### src/rtl/dot_seq_pkg.sv
// Shared definitions for the dot-product sequencer: ALU opcodes and FSM state encoding.
package dot_seq_pkg;

    localparam int unsigned DATA_W   = 16;
    localparam int unsigned ALU_OP_W = 3;

    localparam logic [ALU_OP_W-1:0] ALU_ADD  = 3'd0;
    localparam logic [ALU_OP_W-1:0] ALU_SUB  = 3'd1;
    localparam logic [ALU_OP_W-1:0] ALU_MUL  = 3'd2;
    localparam logic [ALU_OP_W-1:0] ALU_DIV  = 3'd3;
    localparam logic [ALU_OP_W-1:0] ALU_PASS = 3'd4;

    typedef enum logic [2:0] {
        S_IDLE  = 3'd0,
        S_FETCH = 3'd1,
        S_MUL   = 3'd2,
        S_ADD   = 3'd3,
        S_DONE  = 3'd4
    } state_t;

endpackage

### src/rtl/dot_seq.sv
// dot_seq: sequences an external ALU through multiply/accumulate steps to form
// the dot product of len operand pairs (all arithmetic modulo 2^16).
// Optional feature macro DOT_SEQ_ABORT_EN adds an abort input that drops the
// current job and returns to IDLE without a done pulse.
// The latched operands A/B and the product are held directly in the registered
// ALU operand outputs, so every output is driven from a flop.
module dot_seq
    import dot_seq_pkg::*;
#(
    parameter int LEN_W = 8
) (
    input  logic                clk,
    input  logic                reset,
    input  logic                start,
    input  logic [LEN_W-1:0]    len,
    input  logic                op_valid,
    output logic                op_ready,
    input  logic [DATA_W-1:0]   a_data,
    input  logic [DATA_W-1:0]   b_data,
    output logic [DATA_W-1:0]   alu_in1,
    output logic [DATA_W-1:0]   alu_in2,
    output logic [ALU_OP_W-1:0] alu_op,
    input  logic [DATA_W-1:0]   alu_out,
    input  logic                alu_z,
    output logic [DATA_W-1:0]   result,
    output logic                result_z,
    output logic                done,
    output logic                busy
`ifdef DOT_SEQ_ABORT_EN
    ,
    input  logic                abort
`endif
);

    state_t             state;
    logic [LEN_W-1:0]   cnt;
    logic [DATA_W-1:0]  acc;
    logic               abort_hit;

    // Abort only matters while a job is in flight.
`ifdef DOT_SEQ_ABORT_EN
    assign abort_hit = abort && (state != S_IDLE);
`else
    assign abort_hit = 1'b0;
`endif

    // FSM with registered outputs; outputs are loaded for the state being entered.
    always_ff @(posedge clk) begin
        if (reset) begin
            state    <= S_IDLE;
            cnt      <= '0;
            acc      <= '0;
            alu_in1  <= '0;
            alu_in2  <= '0;
            alu_op   <= ALU_PASS;
            result   <= '0;
            result_z <= 1'b0;
            done     <= 1'b0;
            op_ready <= 1'b0;
            busy     <= 1'b0;
        end else begin
            done <= 1'b0;
            if (abort_hit) begin
                state    <= S_IDLE;
                op_ready <= 1'b0;
                busy     <= 1'b0;
                alu_op   <= ALU_PASS;
                alu_in1  <= '0;
                alu_in2  <= '0;
            end else begin
                case (state)
                    S_IDLE: begin
                        if (start) begin
                            busy <= 1'b1;
                            if (len != '0) begin
                                state    <= S_FETCH;
                                cnt      <= len;
                                acc      <= '0;
                                op_ready <= 1'b1;
                            end else begin
                                state    <= S_DONE;
                                result   <= '0;
                                result_z <= 1'b1;
                                done     <= 1'b1;
                            end
                        end
                    end
                    S_FETCH: begin
                        if (op_valid) begin
                            state    <= S_MUL;
                            op_ready <= 1'b0;
                            alu_op   <= ALU_MUL;
                            alu_in1  <= a_data;
                            alu_in2  <= b_data;
                        end
                    end
                    S_MUL: begin
                        state   <= S_ADD;
                        alu_op  <= ALU_ADD;
                        alu_in1 <= alu_out;
                        alu_in2 <= acc;
                    end
                    S_ADD: begin
                        acc     <= alu_out;
                        cnt     <= cnt - LEN_W'(1);
                        alu_op  <= ALU_PASS;
                        alu_in1 <= '0;
                        alu_in2 <= '0;
                        if (cnt == LEN_W'(1)) begin
                            state    <= S_DONE;
                            result   <= alu_out;
                            result_z <= alu_z;
                            done     <= 1'b1;
                        end else begin
                            state    <= S_FETCH;
                            op_ready <= 1'b1;
                        end
                    end
                    S_DONE: begin
                        state <= S_IDLE;
                        busy  <= 1'b0;
                    end
                    default: begin
                        state    <= S_IDLE;
                        op_ready <= 1'b0;
                        busy     <= 1'b0;
                        alu_op   <= ALU_PASS;
                        alu_in1  <= '0;
                        alu_in2  <= '0;
                    end
                endcase
            end
        end
    end

endmodule

### config.mk
export PLATFORM = sky130hd
export DESIGN_NAME = dot_seq
export DESIGN_NICKNAME = d
export VERILOG_FILES = /design/src/rtl/dot_seq_pkg.sv /design/src/rtl/dot_seq.sv
export SDC_FILE = /design/constraint.sdc
export NUM_CORES = 1
export LEC_CHECK = 0
export ABC_AREA = 1
export ABC_CLOCK_PERIOD_IN_PS = 4000
export BUFFER_PORTS_ARGS = -buffer_cell sky130_fd_sc_hd__buf_2
export CAP_MARGIN = 20
export CORE_MARGIN = 4
export CORE_UTILIZATION = 45
export CTS_CLUSTER_SIZE = 24
export DETAILED_ROUTE_END_ITERATION = 8
export HOLD_SLACK_MARGIN = 0.03
export PLACE_DENSITY = 0.84
export SETUP_SLACK_MARGIN = 0.05
export SYNTH_ARGS = -nofsm -noshare
export SYNTH_HDL_FRONTEND = slang
export SYNTH_SLANG_ARGS = --single-unit
### constraint.sdc
create_clock -name clk -period 4 [get_ports clk]
set_input_delay 0.4 -clock clk [delete_from_list [all_inputs] [get_ports clk]]
set_output_delay 0.4 -clock clk [all_outputs]
set_load 0.005 [all_outputs]
==> results by group <==
Pwr
  • Clock network fraction of total power: 27.2%
  • Static Leak: 0.00207 uW
  • Sw frac: between 30% and 40%
  • Seq pwr share: 45.2%
  • Power share of the combinational group: 27.6%
  • Maximum vdd drop: 208 uV
  • Pwr Density: roughly 480 mW/mm2
  • Internal power: 1340 uW
  • Switching power: 739 uW

STA
  • Unrepaired setup endpoints after global routing: no
  • Min Tclk post-route: approximately 2200 ps
  • Final TNS setup: 0 ps
  • Final setup violation count: 0
  • Max_slew headroom: 55.9%
  • Final Max Tran Viols: 0
  • Slew at the pin closest to its max-slew limit: 660 ps
  • Fin crit share: about 56%
  • Final Hold Slack: 310 ps
  • Hold Violations, Final: 0
  • Peak Freq: 450 MHz
  • Worst Clk Skew: 7.48 ps

Cells and area
  • Design Area, Final: roughly 0.0043 mm2
  • Seq. cell area: 0.00162 mm2
  • N_diodes: 0
  • Core Util, Final: 56.2%
  • Multi-input gate area: 0.00166 mm2
  • Fill cells: 738
  • Area growth from synthesis to layout: 21.9%
  • Net count, final: roughly 690
  • Final Non-Filler Cells: 733
  • Fraction of layout cells with a size suffix above 1: 23.0%

Detailed routing
  • Post-DRT Antenna Nets: 0
  • Drt wl/cell: 13.4 um
  • DRC viols: 0
  • Detailed Routing Iterations Pass 1: 4
  • DR vias/cell: 5.05
  • Via count: around 3,700
  • DRT iter0 DRCs: just under 200
  • Final wirelength: 9850 um

Synth
  • Mapped Avg Cell Area: 6.77 um2
  • Synthesized cell area: 0.00356 mm2
  • #FFs+latches synth: around 80
  • Seq/Total Area, Yosys: about 46%
  • Cells after synthesis: between 500 and 600
  • Synth area leaders: dfxtp_1 46%, nand2_1 15%, nor2_1 9.8%
  • Synth Net Count: 589
  • Yosys top cell area share: 45.5%
  • Synth Warn #: 0
  • Post-synth top area cell: dfxtp_1
  • Distinct cells, synth: 24

CTS
  • Worst skew pair latency: 360 ps
  • Number of buffers created by CTS: 9
  • H-Tree Depth: 3
  • Post-CTS sizing: 0
  • Reg clk slew, reported paths: 90 ps
  • Clock Tree Buf Depth: 2
  • Hold Buf Count CTS: 0
  • CTS tree: built
  • Root buf cell: clkbuf_8
  • Clock Sink Count: 81
  • Total setup buffers inserted after CTS: 0

Setup path
  • Data required, critical path: 4220 ps
  • CP delay by family, top: simple AND/OR/NAND/NOR gates
  • CP peak stage delay: 500 ps
  • Max Fanout on Critical Path: 25
  • Critical path type: flip-flop to flip-flop
  • CP Launch Type: flip-flop
  • Arrival time worst endpoint: 2440 ps
  • Worst path slowest cell: dfxtp_1
  • Worst path cell trace: nor2_4 > nand2_2 > inv_1 > nand2_2 > nand2_2 > nand2_1 > a21oi_1
  • Crit-path most repeated cell: nand2_2
  • Worst setup EP type: flip-flop
  • Buf+Inv Stages, Crit Path: 1

Placement
  • Count of input and output buffers: 114
  • Placer Congestion: around 0.83
  • Placed Cells incl. Taps: 716
  • DP HPWL: 7140 um
  • Placed Instance Area: 0.00414 mm2

Floorplanning
  • Ports: 116
  • Num rows: 32
  • Die width: about 97 um
  • Core box area: slightly below 0.008 mm2
  • Initial Utilization: 46.1%
  • Die Height: just under 100 um
  • Die Footprint: 0.00940 mm2

Global routing
  • Overflow after GRT: 0
  • Vias in the first global route: roughly 3,600
  • Initial antenna violation count: 0
  • Largest net degree at the start of global routing: 60
  • Total GRT Usage: 21.1%
  • First-pass GRT wire length: 16,500 um

Worst hold path
  • Hold Crit Class: input port to flip-flop

Run status
  • Status: finished clean

Run
  • Max-cap violations: 0
[cells in the final DEF (no fill, tap or decap)]
cell and count:
a31oi_1 13, buf_8 1, o21ai_0 28, ha_1 2, inv_1 35, a21oi_1 57
nor3_1 2, nand3_1 24, clkbuf_8 10, clkinv_4 1, clkinvlp_4 3, buf_2 114
conb_1 1, inv_6 1, nand2_2 5, buf_4 2, nor2_4 1, o21ai_1 3
nand4_1 3, nand2_1 142, nand3b_1 1, or2_2 1, nor2_2 3, inv_8 1
nor2_1 93, o211ai_1 1, inv_2 2, dfxtp_1 81
[final timing paths]
path	startpoint	end	slack, ps	cells past startpoint
setup / recovery	state[2]	result[7]	1780	7
hold reg to reg	acc[4]	acc[4]	470	2
setup reg to reg	state[2]	result[7]	1780	7
hold / removal	b_data[11]	alu_in2[11]	310	3
[state kept, by name, summed over array words and instances, names as in the netlist]
signal    flops
state         3
acc          16
result       16
cnt           8
alu_in2      16
done          1
result_z      1
alu_in1      16
busy          1
op_ready      1
alu_op        2
[metal layers]
metal	global-route usage (%)	share of wire [%]
met5	0	0
met4	9.29	2.2
met3	5.19	7.0
met2	34.4	48
met1	26.2	43
[final cells by class]
class | count | area share, %
inverters | 37 | 3.20
clock buffers | 10 | 3.17
repair buffers | 117 | 13.8
well taps | 102 | 2.94
flip-flops and latches | 81 | 37.3
multi-input cells | 380 | 38.3
clock inverters | 6 | 1.18
[worst reg2reg max path, delay by kind of cell, from the launching register on]
| family | cells | cell delay, ps |
|---|---|---|
| AO/OA/AOI/OAI | 1 | 70 |
| flip-flops | 1 | 500 |
| buffers and inverters | 1 | 300 |
| AND/OR/NAND/NOR | 5 | 1220 |
[stage by stage]
step / setup slack (ps) / power (uW)
2_1_floorplan: 2670 / 1340
3_3_place_gp: 1690 / 1500
3_5_place_dp: 1530 / 1520
4_1_cts: 1520 / 2080
5_1_grt: 1510 / 2220
6_report: 1780 / 2080
[cells in the mapped netlist]
master / count
a21oi_1: 57
a31oi_1: 13
buf_2: 14
buf_4: 2
buf_6: 1
clkbuf_1: 11
conb_1: 1
dfxtp_1: 81
ha_1: 2
inv_1: 35
inv_2: 2
nand2_1: 142
nand2_2: 5
nand3_1: 24
nand3b_1: 1
nand4_1: 3
nor2_1: 93
nor2_2: 3
nor2_4: 1
nor3_1: 2
o211ai_1: 1
o21ai_0: 28
o21ai_1: 3
or2_2: 1
[kinds of logic after synthesis]
group / count (synthesis) / share of synthesized area [%]
buf+inv: 65 / 7.76
other cells: 1 / 0.105
compound gates: 102 / 14.9
flops: 81 / 45.5
simple gates: 275 / 31.1
fa+ha+maj: 2 / 0.702
[power by group through the flow]
stage / clock network, uW / registers (uW) / logic (uW)
2_1_floorplan: 0 / 956 / 389
3_3_place_gp: 0 / 953 / 551
3_5_place_dp: 0 / 955 / 567
4_1_cts: 572 / 938 / 570
5_1_grt: 610 / 948 / 661
6_report: 566 / 939 / 573
Power figures use the tool's default switching activity.
